[src/rtl/coherence_bus_arbiter.sv]
// Snoop-bus and unified-memory arbiter for NUM_CPU MSI cache controllers.
// Round-robin ownership, one transaction in flight, peer-or-memory line sourcing.
//
// state | meaning
// ------+-----------------------------------------------------------------
// IDLE  | no owner; pick next requester at/after rr pointer
// SNOOP | one cycle: search/invalidate broadcast to non-owners
// MEM   | unified-memory read or write strobe held, watchdog running
// DONE  | one cycle: u_rdy to owner, line and datasel held
module coherence_bus_arbiter #(
    parameter int NUM_CPU = 2,
    parameter int TIMEOUT = 255
) (
    input  logic                  clk,
    input  logic                  rst_n,
    input  logic [NUM_CPU-1:0]    rd_miss,
    input  logic [NUM_CPU-1:0]    wr_miss,
    input  logic [NUM_CPU-1:0]    inv_req,
    input  logic [NUM_CPU-1:0]    mem_re_req,
    input  logic [NUM_CPU-1:0]    mem_we_req,
    input  logic [13*NUM_CPU-1:0] req_addr,
    input  logic [64*NUM_CPU-1:0] evict_line,
    input  logic [NUM_CPU-1:0]    snoop_found,
    input  logic [64*NUM_CPU-1:0] snoop_line,
    input  logic                  mem_rdy,
    input  logic [63:0]           mem_rd_data,
    output logic [NUM_CPU-1:0]    grant,
    output logic [12:0]           bus_addr,
    output logic [NUM_CPU-1:0]    snoop_search,
    output logic [NUM_CPU-1:0]    snoop_inv,
    output logic [1:0]            cpu_datasel,
    output logic [63:0]           xfer_line,
    output logic [NUM_CPU-1:0]    u_rdy,
    output logic                  mem_re,
    output logic                  mem_we,
    output logic [10:0]           mem_addr,
    output logic [63:0]           mem_wr_data,
    output logic                  bus_err
);

    localparam int IW = (NUM_CPU > 1) ? $clog2(NUM_CPU) : 1;
    localparam int CW = $clog2(TIMEOUT + 1);

    typedef enum logic [1:0] {S_IDLE, S_SNOOP, S_MEM, S_DONE} state_t;
    typedef enum logic [2:0] {K_INV, K_WR, K_RD, K_MWE, K_MRE} kind_t;

    state_t          state, state_nx;
    kind_t           kind, kind_nx, pick_kind;
    logic [IW-1:0]   rr, rr_nx, owner, owner_nx, pick_idx;
    logic [12:0]     addr_q, addr_nx;
    logic [63:0]     evict_q, evict_nx, xfer_q, xfer_nx, peer_line;
    logic [1:0]      datasel_q, datasel_nx;
    logic [CW-1:0]   cnt_q, cnt_nx;
    logic            err_q, err_nx, pick_vld, peer_hit, owner_active;
    logic [NUM_CPU-1:0] any_req, owner_oh;

    assign any_req      = rd_miss | wr_miss | inv_req | mem_re_req | mem_we_req;
    assign owner_oh     = NUM_CPU'(1) << owner;
    assign owner_active = any_req[owner];

    // Round-robin search starting at the rr pointer, plus per-CPU request priority.
    always_comb begin
        int j;
        pick_vld = 1'b0;
        pick_idx = '0;
        for (int i = 0; i < NUM_CPU; i++) begin
            j = int'(rr) + i;
            if (j >= NUM_CPU) j = j - NUM_CPU;
            if (!pick_vld && any_req[j]) begin
                pick_vld = 1'b1;
                pick_idx = IW'(j);
            end
        end
        if (inv_req[pick_idx])      pick_kind = K_INV;
        else if (wr_miss[pick_idx]) pick_kind = K_WR;
        else if (rd_miss[pick_idx]) pick_kind = K_RD;
        else if (mem_we_req[pick_idx]) pick_kind = K_MWE;
        else                        pick_kind = K_MRE;
    end

    // Lowest-index peer (never the owner) reporting a hit supplies the line.
    always_comb begin
        peer_hit  = 1'b0;
        peer_line = '0;
        for (int i = 0; i < NUM_CPU; i++) begin
            if (!peer_hit && snoop_found[i] && (IW'(i) != owner)) begin
                peer_hit  = 1'b1;
                peer_line = snoop_line[i*64 +: 64];
            end
        end
    end

    // State register and transaction context.
    always_ff @(posedge clk or negedge rst_n) begin
        if (!rst_n) begin
            state     <= S_IDLE;
            kind      <= K_INV;
            rr        <= '0;
            owner     <= '0;
            addr_q    <= '0;
            evict_q   <= '0;
            xfer_q    <= '0;
            datasel_q <= 2'b00;
            cnt_q     <= '0;
            err_q     <= 1'b0;
        end else begin
            state     <= state_nx;
            kind      <= kind_nx;
            rr        <= rr_nx;
            owner     <= owner_nx;
            addr_q    <= addr_nx;
            evict_q   <= evict_nx;
            xfer_q    <= xfer_nx;
            datasel_q <= datasel_nx;
            cnt_q     <= cnt_nx;
            err_q     <= err_nx;
        end
    end

    // Next-state logic; an owner that drops every request bit aborts the transaction.
    always_comb begin
        state_nx   = state;
        kind_nx    = kind;
        rr_nx      = rr;
        owner_nx   = owner;
        addr_nx    = addr_q;
        evict_nx   = evict_q;
        xfer_nx    = xfer_q;
        datasel_nx = datasel_q;
        cnt_nx     = cnt_q;
        err_nx     = 1'b0;
        case (state)
            S_IDLE: begin
                if (pick_vld) begin
                    owner_nx   = pick_idx;
                    kind_nx    = pick_kind;
                    addr_nx    = req_addr[int'(pick_idx)*13 +: 13];
                    evict_nx   = evict_line[int'(pick_idx)*64 +: 64];
                    rr_nx      = (int'(pick_idx) == NUM_CPU - 1) ? '0 : pick_idx + 1'b1;
                    datasel_nx = 2'b00;
                    if (pick_kind == K_MWE || pick_kind == K_MRE) begin
                        state_nx = S_MEM;
                        cnt_nx   = CW'(TIMEOUT - 1);
                    end else begin
                        state_nx = S_SNOOP;
                    end
                end
            end
            S_SNOOP: begin
                if (!owner_active) begin
                    state_nx = S_IDLE;
                end else if (kind == K_INV) begin
                    state_nx = S_DONE;
                end else if (peer_hit) begin
                    datasel_nx = 2'b01;
                    xfer_nx    = peer_line;
                    state_nx   = S_DONE;
                end else begin
                    datasel_nx = 2'b00;
                    cnt_nx     = CW'(TIMEOUT - 1);
                    state_nx   = S_MEM;
                end
            end
            S_MEM: begin
                if (!owner_active) begin
                    state_nx = S_IDLE;
                end else if (mem_rdy) begin
                    xfer_nx  = mem_rd_data;
                    state_nx = S_DONE;
                end else if (cnt_q == '0) begin
                    err_nx   = 1'b1;
                    state_nx = S_IDLE;
                end else begin
                    cnt_nx = cnt_q - 1'b1;
                end
            end
            default: state_nx = S_IDLE;
        endcase
    end

    assign grant        = (state != S_IDLE) ? owner_oh : '0;
    assign snoop_search = (state == S_SNOOP) ? ~owner_oh : '0;
    assign snoop_inv    = (state == S_SNOOP && (kind == K_INV || kind == K_WR)) ? ~owner_oh : '0;
    assign u_rdy        = (state == S_DONE) ? owner_oh : '0;
    assign mem_re       = (state == S_MEM) && (kind != K_MWE);
    assign mem_we       = (state == S_MEM) && (kind == K_MWE);
    assign bus_addr     = addr_q;
    assign mem_addr     = addr_q[12:2];
    assign mem_wr_data  = evict_q;
    assign cpu_datasel  = datasel_q;
    assign xfer_line    = xfer_q;
    assign bus_err      = err_q;

endmodule

[config.mk]
export PLATFORM = sky130hd
export DESIGN_NAME = coherence_bus_arbiter
export DESIGN_NICKNAME = d
export VERILOG_FILES = /design/src/rtl/coherence_bus_arbiter.sv
export SDC_FILE = /design/constraint.sdc
export NUM_CORES = 1
export LEC_CHECK = 0
export CELL_PAD_IN_SITES_DETAIL_PLACEMENT = 0
export CELL_PAD_IN_SITES_GLOBAL_PLACEMENT = 1
export CORE_AREA = 2 2 204 206
export DETAILED_ROUTE_END_ITERATION = 16
export DIE_AREA = 0 0 206 208
export PLACE_DENSITY_LB_ADDON = 0.1
export RECOVER_POWER = 25
export SYNTH_ARGS = -nofsm -noshare
export SYNTH_HDL_FRONTEND = slang
export SYNTH_SLANG_ARGS = --single-unit
[constraint.sdc]
create_clock -name clk -period 2.1 [get_ports clk]
set_input_delay 0.42 -clock clk [delete_from_list [all_inputs] [get_ports clk]]
set_output_delay 0.42 -clock clk [all_outputs]
set_load 0.01 [all_outputs]
==> flow_metrics.py, run 1 <==
metrics = {
    "outcome": {
        "run_status": "completed",
    },
    "synthesis": {
        "syn_area_per_cell_um2": 10.53,
        "synth_edf_count": 0,
        "ys_warn_count": 0,
        "mappedNetlistArea_um2": 8085,
        "synthAdderAreaFrac_pct": 0.1548,
        "yosysUniqueCellTypes": 45,
        "synth-compound-area-share_pct": 19.65,
        "synthesis.nets": 1130,
        "synthXorXnorAreaFrac_pct": 0,
        "muxShareOfSynthArea_pct": 9.285,
        "ys.flop_type": "dfrtp_1",
        "async_reset_ff_share_pct": 100.0,
        "synthSimpleGateAreaFrac_pct": 17.04,
        "ys_ff_latch": 158,
        "syn_inst": 768,
        "synth.yosys.seq_area_share_pct": 48.90,
        "synth_top_family_by_area": "compound AO/OA/AOI/OAI gates",
    },
    "clock_network": {
        "htreeDepth": 4,
        "clockBufferDepth": 2,
        "clk_latency_ps": 440,
        "clkTransAtPathRegs_ps": 70,
        "cts_num_sinks": 158,
        "cts_tree": "built",
        "cts_buffers": 17,
        "cts_root_buf": "clkbuf_16",
    },
    "place": {
        "portBuffers": 524,
        "dp_hpwl_mm": 30.35,
        "gp_congestion": 0.7405,
    },
    "timing": {
        "tns_ps": 0,
        "timing.final.crit_share_pct": 99.23,
        "rsz0062_at_grt": "true",
        "skew_ps": 11.21,
        "slew_viol_final": 0,
        "hold_viol_final": 0,
        "worst_slew_pin_slew_ps": 1382,
        "maxSlewHeadroom_pct": 7.884,
        "setup_viol": 0,
        "period_needed_ps": 2084,
        "timing.fmax_mhz": 479.9,
    },
    "floorplanning": {
        "rows": 74,
        "die-height_um": 208,
        "die_w_um": 206,
        "core_area_um2": 40550,
        "io_pins": 526,
        "start_util_pct": 19.94,
        "fp.dieArea_um2": 42850,
    },
    "worst_hold_path": {
        "worstHoldStart": "xfer_line[37]",
        "hold_depth": 1,
        "holdCritPathClass": "flip-flop to flip-flop",
    },
    "global_routing": {
        "grt_util_all_layers_pct": 18.01,
        "antenna_found_initial": 5,
        "gr-total-overflow": 0,
        "grt_pass1_wl_mm": 57.55,
        "grt_max_degree": 61,
        "grt_pass1_vias": 9007,
    },
    "final_layout": {
        "fill_cells": 4092,
        "fin_nets": 1707,
        "final_cell_mix": "503 x clkdlybuf4s50_1, 155 x dfrtp_1, 149 x nor2_1, 77 x and2_1, 77 x a221o_1",
        "layout.cells.most_common": "clkdlybuf4s50_1",
        "area_delta_synth_final_pct": 92.99,
        "drive_above_1_share_pct": 17.89,
    },
    "critical_path": {
        "worst_setup_path_start_kind": "input pin",
        "startpoint": "inv_req[1]",
        "end_kind": "flip-flop",
        "critPathSlowestCell": "or4_4",
        "cp.arrival_ps": 2410,
        "crit_fanout": 6,
        "crit_type": "input pin to flip-flop",
        "max_stage_delay_ps": 560,
        "crit_buf_inv": 3,
        "worstSetupPathDepth": 8,
        "reg2reg_depth": 8,
        "crit_required_ps": 2420,
        "r2r_start": "owner",
        "cp_top_family": "simple AND/OR/NAND/NOR gates",
        "path_cells": "dlygate4sd2_1, or4_4, nor4_4, or2b_4, nor2b_4, buf_12, bufbuf_16, a221o_1",
    },
    "detailed_routing": {
        "firstDrtPassIters": 4,
        "drc": 0,
        "wl_per_cell_um": 21.27,
        "postRouteAntennaNets": 0,
        "drt-total-wl_mm": 40.25,
        "vias": 8455,
        "drtIter0Drc": 336,
        "routed_via_density": 4.469,
    },
    "run": {
        "maxCapViolCount": 0,
    },
    "power": {
        "power_density_nw_per_um2": 1358,
        "max-vdd-ir-drop_uv": 599.7,
        "p_leak_nw": 6.470,
        "p_total_mw": 21.18,
    },
}
==> registers in the layout, indices dropped and copies added, names as in the netlist <==
| register | count |
|---|---|
| state | 2 |
| bus_err | 1 |
| cnt_q | 8 |
| owner | 1 |
| mem_wr_data | 64 |
| kind | 3 |
| xfer_line | 64 |
| rr | 1 |
| cpu_datasel | 1 |
| bus_addr | 13 |
==> path summary, 6_finish.rpt <==
path	endpoint	slack, ps
worst max-delay path	bus_addr[3]	20
worst max register to register	xfer_line[37]	100
max in group asynchronous	mem_wr_data[18]	290
min in group asynchronous	xfer_line[10]	870
worst min-delay path	xfer_line[37]	500
worst min register to register	xfer_line[37]	500
==> where the power goes <==
group / leakage [nW] / total [mW] / internal, mW / switching [mW]
combinational: 4.24 / 12.6 / 7.08 / 5.48
clock: 0.290 / 3.26 / 1.86 / 1.40
sequential: 1.94 / 5.36 / 4.51 / 0.849
==> per-stage QoR <==
| stage | utilization [%] | instance area, µm² | instances | hold slack (ps) | setup slack [ps] |
|---|---|---|---|---|---|
| 2_1_floorplan | - | 8124 | 768 | 124.4 | -234.3 |
| 3_3_place_gp | 35.95 | 14580 | 1840 | 437.4 | -693.0 |
| 3_5_place_dp | 35.95 | 14580 | 1840 | 442.4 | -704.0 |
| 4_1_cts | 38.19 | 15490 | 1888 | 507.3 | 4.583 |
| 5_1_grt | 38.48 | 15600 | 1892 | 512.5 | -28.06 |
| 6_report | 38.48 | 15600 | 1892 | 502.2 | 16.27 |
==> synth_stat cells (all sizes together), types with 2 or more instances <==
cell | n | area (µm²)
dfrtp | 158 | 3954
nor2 | 151 | 569.3
and2 | 78 | 488.0
a221o | 77 | 770.7
a221oi | 65 | 569.3
mux2 | 64 | 720.7
clkbuf | 45 | 168.9
buf | 32 | 206.5
nand2 | 11 | 41.29
nor3 | 11 | 55.05
o21ai | 10 | 50.05
nor4 | 7 | 65.06
inv | 6 | 22.52
a31oi | 5 | 31.28
a21oi | 4 | 20.02
nand2b | 4 | 25.02
o21a | 4 | 30.03
or3 | 4 | 25.02
a21o | 3 | 22.52
and3 | 3 | 18.77
mux2i | 3 | 30.03
nor2b | 3 | 18.77
a211o | 2 | 17.52
o221a | 2 | 22.52
o31ai | 2 | 15.01
or4 | 2 | 18.77
==> routing by layer <==
metal	part of all wire [%]	global-route usage (%)
met5	0.099	0
met4	1.1	3.571
met3	10	7.346
met2	48	30.78
met1	40	21.13
==> repair_timing <==
item                                    4_1_cts  5_1_grt
endpoints found under the hold margin        35        0
resized for setup                            50       22
pin swaps                                     5        4
endpoints found under the setup margin      159      119
cloned                                        5        4
hold buffers                                  1        0
buffers inserted                             11        1
==> layout make-up <==
class,instances,area (µm²),area share [%]
Tap cell,532,665.6,4.266
Clock buffer,21,470.5,3.015
Clock inverter,11,132.6,0.8500
Inverter,6,22.52,0.1443
Timing Repair Buffer,634,6441,41.28
Antenna cell,2,5.005,0.03207
Multi-Input combinational cell,528,3909,25.05
Sequential cell,158,3958,25.36
==> cells by family after synthesis <==
logic type	after synthesis
mux	67
flops	158
buf+inv	83
other cells	1
simple gates	280
compound gates	178
fa+ha+maj	1
Power figures use the tool's default switching activity.
==> inputs of run 2 (changes only) <==
--- a/config.mk
+++ b/config.mk
@@ -15,3 +15,4 @@
 export SYNTH_ARGS = -nofsm -noshare
 export SYNTH_HDL_FRONTEND = slang
 export SYNTH_SLANG_ARGS = --single-unit
+export TNS_END_PERCENT = 30
==> constraint.sdc (replaced) <==
create_clock -name clk -period 2.1 [get_ports clk]
set_input_delay 0.42 -clock clk [delete_from_list [all_inputs] [get_ports clk]]
set_output_delay 0.42 -clock clk [all_outputs]
set_load 0.02 [all_outputs]
==> run 2 against run 1 <==
Net effect:
- cell area shrank 1.1%
- die area unchanged
- first-iteration DRC count increased by 14%
- register-to-register slack worse by 30 ps
- fmax rose by 2.1%
- critical endpoint is now mem_wr_data[59]
- flip-flop and latch count unchanged
- total power up 5.8%
- non-clock buffer count is 14 lower
- combinational power grew 7%
==> flow_metrics.py, run 2 (synthesized netlist as in run 1, its figures left out) <==
metrics = {
    "outcome": {
        "run_status": "completed",
    },
    "global_routing": {
        "grt_pass1_vias": 9069,
        "gr-total-overflow": 0,
        "antenna_found_initial": 5,
        "grt_pass1_wl_mm": 57.04,
        "grt_util_all_layers_pct": 17.80,
        "grt_max_degree": 65,
    },
    "clock_network": {
        "htreeDepth": 4,
        "cts_num_sinks": 158,
        "cts_tree": "built",
        "cts_buffers": 17,
        "clkTransAtPathRegs_ps": 70,
        "clk_latency_ps": 440,
        "cts_root_buf": "clkbuf_16",
        "clockBufferDepth": 2,
    },
    "detailed_routing": {
        "wl_per_cell_um": 20.87,
        "drt-total-wl_mm": 39.20,
        "firstDrtPassIters": 4,
        "vias": 8363,
        "postRouteAntennaNets": 0,
        "routed_via_density": 4.453,
        "drc": 0,
        "drtIter0Drc": 382,
    },
    "timing": {
        "rsz0062_at_grt": "true",
        "timing.final.crit_share_pct": 97.21,
        "tns_ps": 0,
        "fin_ws_ps": 58.54,
        "period_needed_ps": 2041,
        "hold_viol_final": 0,
        "setup_viol": 0,
        "timing.fmax_mhz": 489.8,
        "skew_ps": 8.228,
        "worst_slew_pin_slew_ps": 1046,
        "whs_ps": 502.7,
        "maxSlewHeadroom_pct": 30.25,
        "slew_viol_final": 0,
    },
    "power": {
        "max-vdd-ir-drop_uv": 603.0,
        "power_density_nw_per_um2": 1452,
        "p_leak_nw": 6.398,
    },
    "place": {
        "place_ws_ps": -679.5,
        "place_area_um2": 14440,
        "gp_congestion": 0.8105,
        "dp_hpwl_mm": 29.52,
        "portBuffers": 524,
    },
    "final_layout": {
        "fin_nets": 1692,
        "final_util_pct": 38.04,
        "area_delta_synth_final_pct": 90.82,
        "design_area_um2": 15430,
        "drive_above_1_share_pct": 16.83,
        "final_cell_mix": "503 x clkdlybuf4s50_1, 155 x dfrtp_1, 148 x nor2_1, 77 x and2_1, 77 x a221o_1",
        "layout.cells.most_common": "clkdlybuf4s50_1",
    },
    "worst_hold_path": {
        "holdCritPathClass": "flip-flop to flip-flop",
        "worstHoldEndpoint": "xfer_line[56]",
        "worstHoldStart": "xfer_line[56]",
        "hold_depth": 1,
    },
    "critical_path": {
        "end_kind": "flip-flop",
        "crit_required_ps": 2420,
        "crit_fanout": 14,
        "cp.arrival_ps": 2360,
        "r2r_start": "state[0]",
        "rrSetupSlack_ps": 70,
        "reg2reg_depth": 8,
        "reg2reg_to": "xfer_line[40]",
        "crit_type": "input pin to flip-flop",
        "worst_setup_path_start_kind": "input pin",
    },
    "floorplanning": {
        "rows": 74,
        "die_w_um": 206,
        "core_area_um2": 40550,
        "fp.dieArea_um2": 42850,
        "die-height_um": 208,
        "io_pins": 526,
        "start_util_pct": 19.94,
    },
    "run": {
        "maxCapViolCount": 0,
    },
}
==> run 2: changes by cell type in the layout (fill, tap and decap cells not counted), sizes merged, moves of 2 or more <==
cell	before	now
bufbuf	1	4
clkdlybuf4s15	1	3
dlygate4sd2	16	9
dlymetal6s2s	0	2
bufinv	2	5
clkbuf	32	26
buf	101	90
==> run 2: worst max-delay path, stage by stage <==
cell           delay, ps
dlygate4sd2_1        240
or3_4                400
buf_6                130
nor4_4               150
or2b_4               200
nor2b_4               50
buf_12               130
bufbuf_16            280
a221o_1              340
==> run 2: how the worst max path moves through the flow <==
stage	cells after the start	startpoint	end	slack (ps)
after floorplan	8	inv_req[1]	bus_addr[0]	-230
after global placement	6	wr_miss[0]	cnt_q[5]	-680
after detailed placement	7	rd_miss[0]	cnt_q[7]	-680
after CTS	3	state[0]	mem_re	6
after global routing	6	state[0]	cnt_q[7]	-40
final	9	mem_re_req[0]	mem_wr_data[59]	60
==> run 2: power by group <==
part | total, mW | internal, mW | switching (mW)
combinational | 13.5 | 7.03 | 6.44
clock | 3.55 | 2.15 | 1.40
sequential | 5.38 | 4.51 | 0.874
total | 22.4 | 13.7 | 8.72
==> run 2: layer usage <==
| layer | track usage [%] | share of wire (%) | vias up | wire [µm] |
|---|---|---|---|---|
| met2 | 30.98 | 49 | 349 | 19180 |
| met4 | 4.581 | 1.3 | 4 | 496 |
| met5 | 0 | 0.069 | - | 27 |
| met1 | 20.55 | 40 | 4010 | 15710 |
| met3 | 6.360 | 9.7 | 29 | 3786 |
| li1 | - | - | 3971 | - |
==> run 2: final cells by class <==
cell class,count,area (µm²)
tap,532,665.6
antenna,3,7.507
multi-input combinational,527,3839
inverter,6,22.52
clock buffer,18,439.2
fill,4118,25130
sequential,158,3958
clock inverter,14,215.2
timing repair buffer,620,6282
==> run 2: metrics by stage <==
stage / total power, mW / instances
2_1_floorplan: 12.12 / 768
3_3_place_gp: 18.52 / 1827
3_5_place_dp: 18.51 / 1827
4_1_cts: 22.70 / 1869
5_1_grt: 23.84 / 1877
6_report: 22.40 / 1878
==> run 2: repair_timing <==
item | 4_1_cts | 5_1_grt
pin swaps | 4 | 11
resized for setup | 49 | 18
buffers inserted | 4 | 6
cloned | 5 | 1
hold endpoints to repair | 32 | 0
endpoints found under the setup margin | 128 | 47
hold buffers | 1 | 0
==> RTL edit 1: new RTL, settings of run 1 <==
Reset style: synchronous (`rst_n`), changed in one clocked block.
--- a/src/rtl/coherence_bus_arbiter.sv
+++ b/src/rtl/coherence_bus_arbiter.sv
@@ -92,5 +92,5 @@
 
     // State register and transaction context.
-    always_ff @(posedge clk or negedge rst_n) begin
+    always_ff @(posedge clk) begin
         if (!rst_n) begin
             state     <= S_IDLE;
Function: differs if rst_n is asserted again (counterexample within 4 cycles, from zero or initial values and one cycle with rst_n low); with rst_n held inactive, the same outputs for 4 cycles.
==> RTL edit 1 against run 1 <==
- routed wire length down 8.1%
- cell area down 5.4%
- first-iteration DRC count up 8.6%
- power down 31%
- sequential power down 23%
- sequential cell count unchanged
- register-to-register slack better by 0.06 ns
- area after synthesis down 3.3%
- setup slack better by 0.063 ns
- non-clock buffer count down 36
- critical path depth unchanged
==> RTL edit 1: results <==
set metrics [dict create \
    outcome "complete, no violations" \
    port_buffers 524 \
    grt_pass1_vias 8471 \
    fin_worst_skew_ns 0.00610 \
    layout-drive-gt1-share_pct 9.76 \
    ys_types 54 \
    postCtsHoldBufs 0 \
    arrival_ns 2.33 \
    dp.cells 1903 \
    htreeDepth 4 \
    gp_congestion 0.742 \
    drt-wirelength-per-cell_um 19.1 \
    worstPathMaxFanout 6 \
    antenna_found_initial 3 \
    grt_pass1_wl_um 53000 \
    ys_seq_area_share_pct 40.5 \
    first_pass_iters 4 \
    synth_ff_type "dfxtp_1" \
    relSlewSlack_pct 62.5 \
    via_per_inst 4.43 \
    clockRootBuffer "clkbuf_16" \
    async_reset_ff_share_pct 0 \
    grt_max_degree 66 \
    clk_latency_ns 0.44 \
    drt_wl_total_um 37000 \
    pre_cts_ws_ns -0.516 \
    yosysWarnings 0 \
    hp-class "flop to flop" \
    drt_iter0_markers 365 \
    dp.final_hpwl_um 28800 \
    yosys-top-cells-area "dfxtp_1 40%, mux2i_1 10%, a221o_1 8.2%" \
    cts_made_buffers 17 \
    peakVddDrop_mv 0.580 \
    gr-usage-all-layers_pct 16.5 \
    fin_nets 1755 \
    synthTopCellsByCount "158 x dfxtp_1, 98 x nor2_1, 81 x a211oi_1, 79 x nand2_1, 78 x mux2i_1" \
    cts_max_path_buffers 2 \
    p_leak_uw 0.00557 \
    clk_pin_slew_ns 0.06 \
    syn-num-nets 1238 \
    fill_cells 4193 \
    netlist_instances 875 \
]
-- RTL edit 1: final cells by class --
class | count | area [µm²] | area share [%]
clock inverters | 11 | 140 | 0.949
multi-input cells | 608 | 4170 | 28.2
clock buffers | 20 | 467 | 3.16
flip-flops and latches | 158 | 3170 | 21.4
well taps | 532 | 666 | 4.51
inverters | 9 | 36.3 | 0.246
repair buffers | 598 | 6120 | 41.4
diodes | 3 | 7.51 | 0.0508
-- RTL edit 1: final timing paths --
| kind | cells after the start | end | start | slack [ns] |
|---|---|---|---|---|
| setup / recovery | 8 | cnt_q[0]$_SDFFE_PN0P_ | inv_req[1] | 0.08 |
| hold / removal | 2 | xfer_line[13]$_SDFFE_PN0P_ | xfer_line[13]$_SDFFE_PN0P_ | 0.45 |
| setup reg to reg | 9 | cnt_q[0]$_SDFFE_PN0P_ | cnt_q[1]$_SDFFE_PN0P_ | 0.16 |
| hold reg to reg | 2 | xfer_line[13]$_SDFFE_PN0P_ | xfer_line[13]$_SDFFE_PN0P_ | 0.45 |
-- RTL edit 1: cells by family (layout without fill, tap and decap cells) --
group | count (synthesis) | count (layout) | share of synthesized area [%]
other | 1 | 4 | 0.0480
DFF | 158 | 158 | 40.5
adders and majority gates | 2 | 2 | 0.320
muxes | 78 | 78 | 9.99
and+or+nand+nor | 213 | 213 | 11.7
AOI/OAI and AO/OA | 310 | 310 | 29.8
buffers and inverters | 109 | 638 | 7.22
xor gates and xnor gates | 4 | 4 | 0.448
-- RTL edit 1: repair_timing --
action	CTS	global route
endpoints found under the setup margin	11	9
pin swaps	0	2
resized for setup	21	12
setup buffers	0	2
hold endpoints to repair	0	0
-- RTL edit 1: critical path: stages --
cell and delay (ns):
clkdlybuf4s50_1 0.46, or3_1 0.45, a211oi_2 0.28, o21ai_2 0.17
o21ai_2 0.15, buf_4 0.17, mux2i_1 0.18, nor2_1 0.06
-- RTL edit 1: per-stage QoR --
| stage | power [µW] | instance area [µm²] | hold WS [ns] |
|---|---|---|---|
| 2_1_floorplan | 7760 | 7820 | 0.481 |
| 3_3_place_gp | 11600 | 14100 | 0.441 |
| 3_5_place_dp | 11600 | 14100 | 0.447 |
| 4_1_cts | 14900 | 14700 | 0.455 |
| 5_1_grt | 15600 | 14800 | 0.469 |
| 6_report | 14600 | 14800 | 0.449 |
-- RTL edit 1: per-layer routing --
metal,global-route usage [%],part of all wire (%),up-vias
li1,-,-,4311
met1,18.4,39,3918
met2,28.3,48,326
met3,7.24,11,26
met4,4.46,1.4,0
met5,0,0,-
-- RTL edit 1: report_power, final --
part | total (µW) | leakage, µW | switching, µW | internal (µW)
Sequential | 4140 | 0.00130 | 425 | 3710
Combinational | 7220 | 0.00397 | 3380 | 3840
Clock | 3260 | 0.000301 | 1310 | 1950
Total | 14600 | 0.00557 | 5120 | 9500
==> RTL edit 2: new RTL, settings of run 1 <==
Made on the original files. Change the parameter `TIMEOUT` from 255 to 510.
--- a/src/rtl/coherence_bus_arbiter.sv
+++ b/src/rtl/coherence_bus_arbiter.sv
@@ -10,5 +10,5 @@
 module coherence_bus_arbiter #(
     parameter int NUM_CPU = 2,
-    parameter int TIMEOUT = 255
+    parameter int TIMEOUT = 510
 ) (
     input  logic                  clk,
Formal check against the unedited RTL: same outputs for any inputs over 4 cycles, from zero or initial values and one cycle with rst_n low; that may be too few to reach the edited logic, so the function may still have changed.
==> RTL edit 2 against run 1 <==
- sequential cell count is 1 higher
- routed wire length is 1.2% lower
- area after synthesis fell by 0.48%
- setup slack improved by 0.054 ns
- register-to-register slack improved by 0.02 ns
- power fell by 1.6%
- synthesized cell count is 23% higher
- cell area decreased by 3.1%
==> RTL edit 2: results <==
set metrics [dict create \
    syn-num-nets 1303 \
    grt_use_met2_pct 30.7 \
    fill_cells 4195 \
    met3_length_um 4180 \
    met1_length_um 15700 \
    yosys-top-cells-area "dfrtp_1 49%, nand2_1 11%, o21ai_0 8.4%" \
    hold_start "xfer_line[16]$_DFFE_PN0P_" \
    avgSynthCellArea_um2 8.55 \
    rr_endpoint "cnt_q[6]$_DFFE_PN0P_" \
    pre_cts_ws_ns -0.424 \
    max_stage_delay_ns 0.37 \
    area_share_clock_buf_inv_pct 3.96 \
    crit_start "state[1]$_DFFE_PN0P_" \
    pwr_density_cell_mw_per_mm2 1380 \
    grt_pass1_wl_um 57900 \
    layout-drive-gt1-share_pct 10.2 \
    fin_nets 1840 \
    ys_types 53 \
    fin_worst_skew_ns 0.0110 \
    grt_max_degree 67 \
    grt_pass1_vias 9303 \
    synthTopCellsByCount "231 x nand2_1, 159 x dfrtp_1, 135 x o21ai_0, 90 x nor2_1, 81 x a31oi_1" \
    cts.sink_count 159 \
    final_cells 2026 \
    outcome "complete, no violations" \
    postCtsHoldBufs 1 \
    hold_end "xfer_line[16]$_DFFE_PN0P_" \
    p_leak_uw 0.00609 \
    ys_seq_area_share_pct 49.4 \
    first_pass_iters 6 \
    met1_usage_pct 20.2 \
    reg2reg_slack_ns 0.12 \
    drt_wl_total_um 39800 \
    placed_area_mm2 0.0144 \
    drc_errors 0 \
    post-route-util_pct 37.3 \
    drt_iter0_markers 470 \
    worstPathMaxFanout 3 \
    grt_util_met3_pct 7.68 \
    fmax_mhz 493 \
    arrival_ns 1.61 \
    areaGrowthSynthToFinish_pct 87.9 \
    regArea_mm2 0.00398 \
    buffers 614 \
    hold-path-cell-count 2 \
    relSlewSlack_pct 7.01 \
    gr-usage-all-layers_pct 18.0 \
    bufAreaShareNonClock_pct 40.5 \
    antenna_found_initial 7 \
    critPathCapture "snoop_inv[0]" \
    dp.final_hpwl_um 30700 \
    dr_wl_met2_um 19200 \
    post_cts_buffers 3 \
    worst_r2r_startpoint "cnt_q[0]$_DFFE_PN0P_" \
    cts-resized-gates 30 \
    multiInputGateArea_mm2 0.00371 \
    multi_input_cells 678 \
]
-- RTL edit 2: cell types whose count changed in the layout (fill, tap and decap cells not counted), moves of 11 or more --
cell	run 1	this run
nand2_1	10	230
o21ai_0	9	135
a31oi_1	4	81
and2_1	77	0
mux2_2	64	0
nor2_1	149	88
a221oi_1	59	0
a221o_1	77	64
dlygate4sd2_1	16	5
-- RTL edit 2: kinds of logic (layout without fill, tap and decap cells) --
logic type,Yosys count,in the layout,synth area share (%)
simple gates,365,365,18.7
flops,159,159,49.4
fa+ha+maj,1,1,0.155
buf+inv,104,653,5.91
other cells,1,5,0.0466
compound gates,310,310,25.6
mux,1,1,0.124
-- RTL edit 2: power by group --
group          switching (µW)  leakage, µW  total (µW)  internal (µW)
sequential                836      0.00188        5330           4500
clock                    1290     0.000286        3310           2020
combinational            6070      0.00392       12200           6130
-- RTL edit 2: tightest hold or removal path, stage by stage, from the launching register on --
cell,delay [ns]
dfrtp_1,0.34
nand2_1,0.04
o21ai_0,0.06
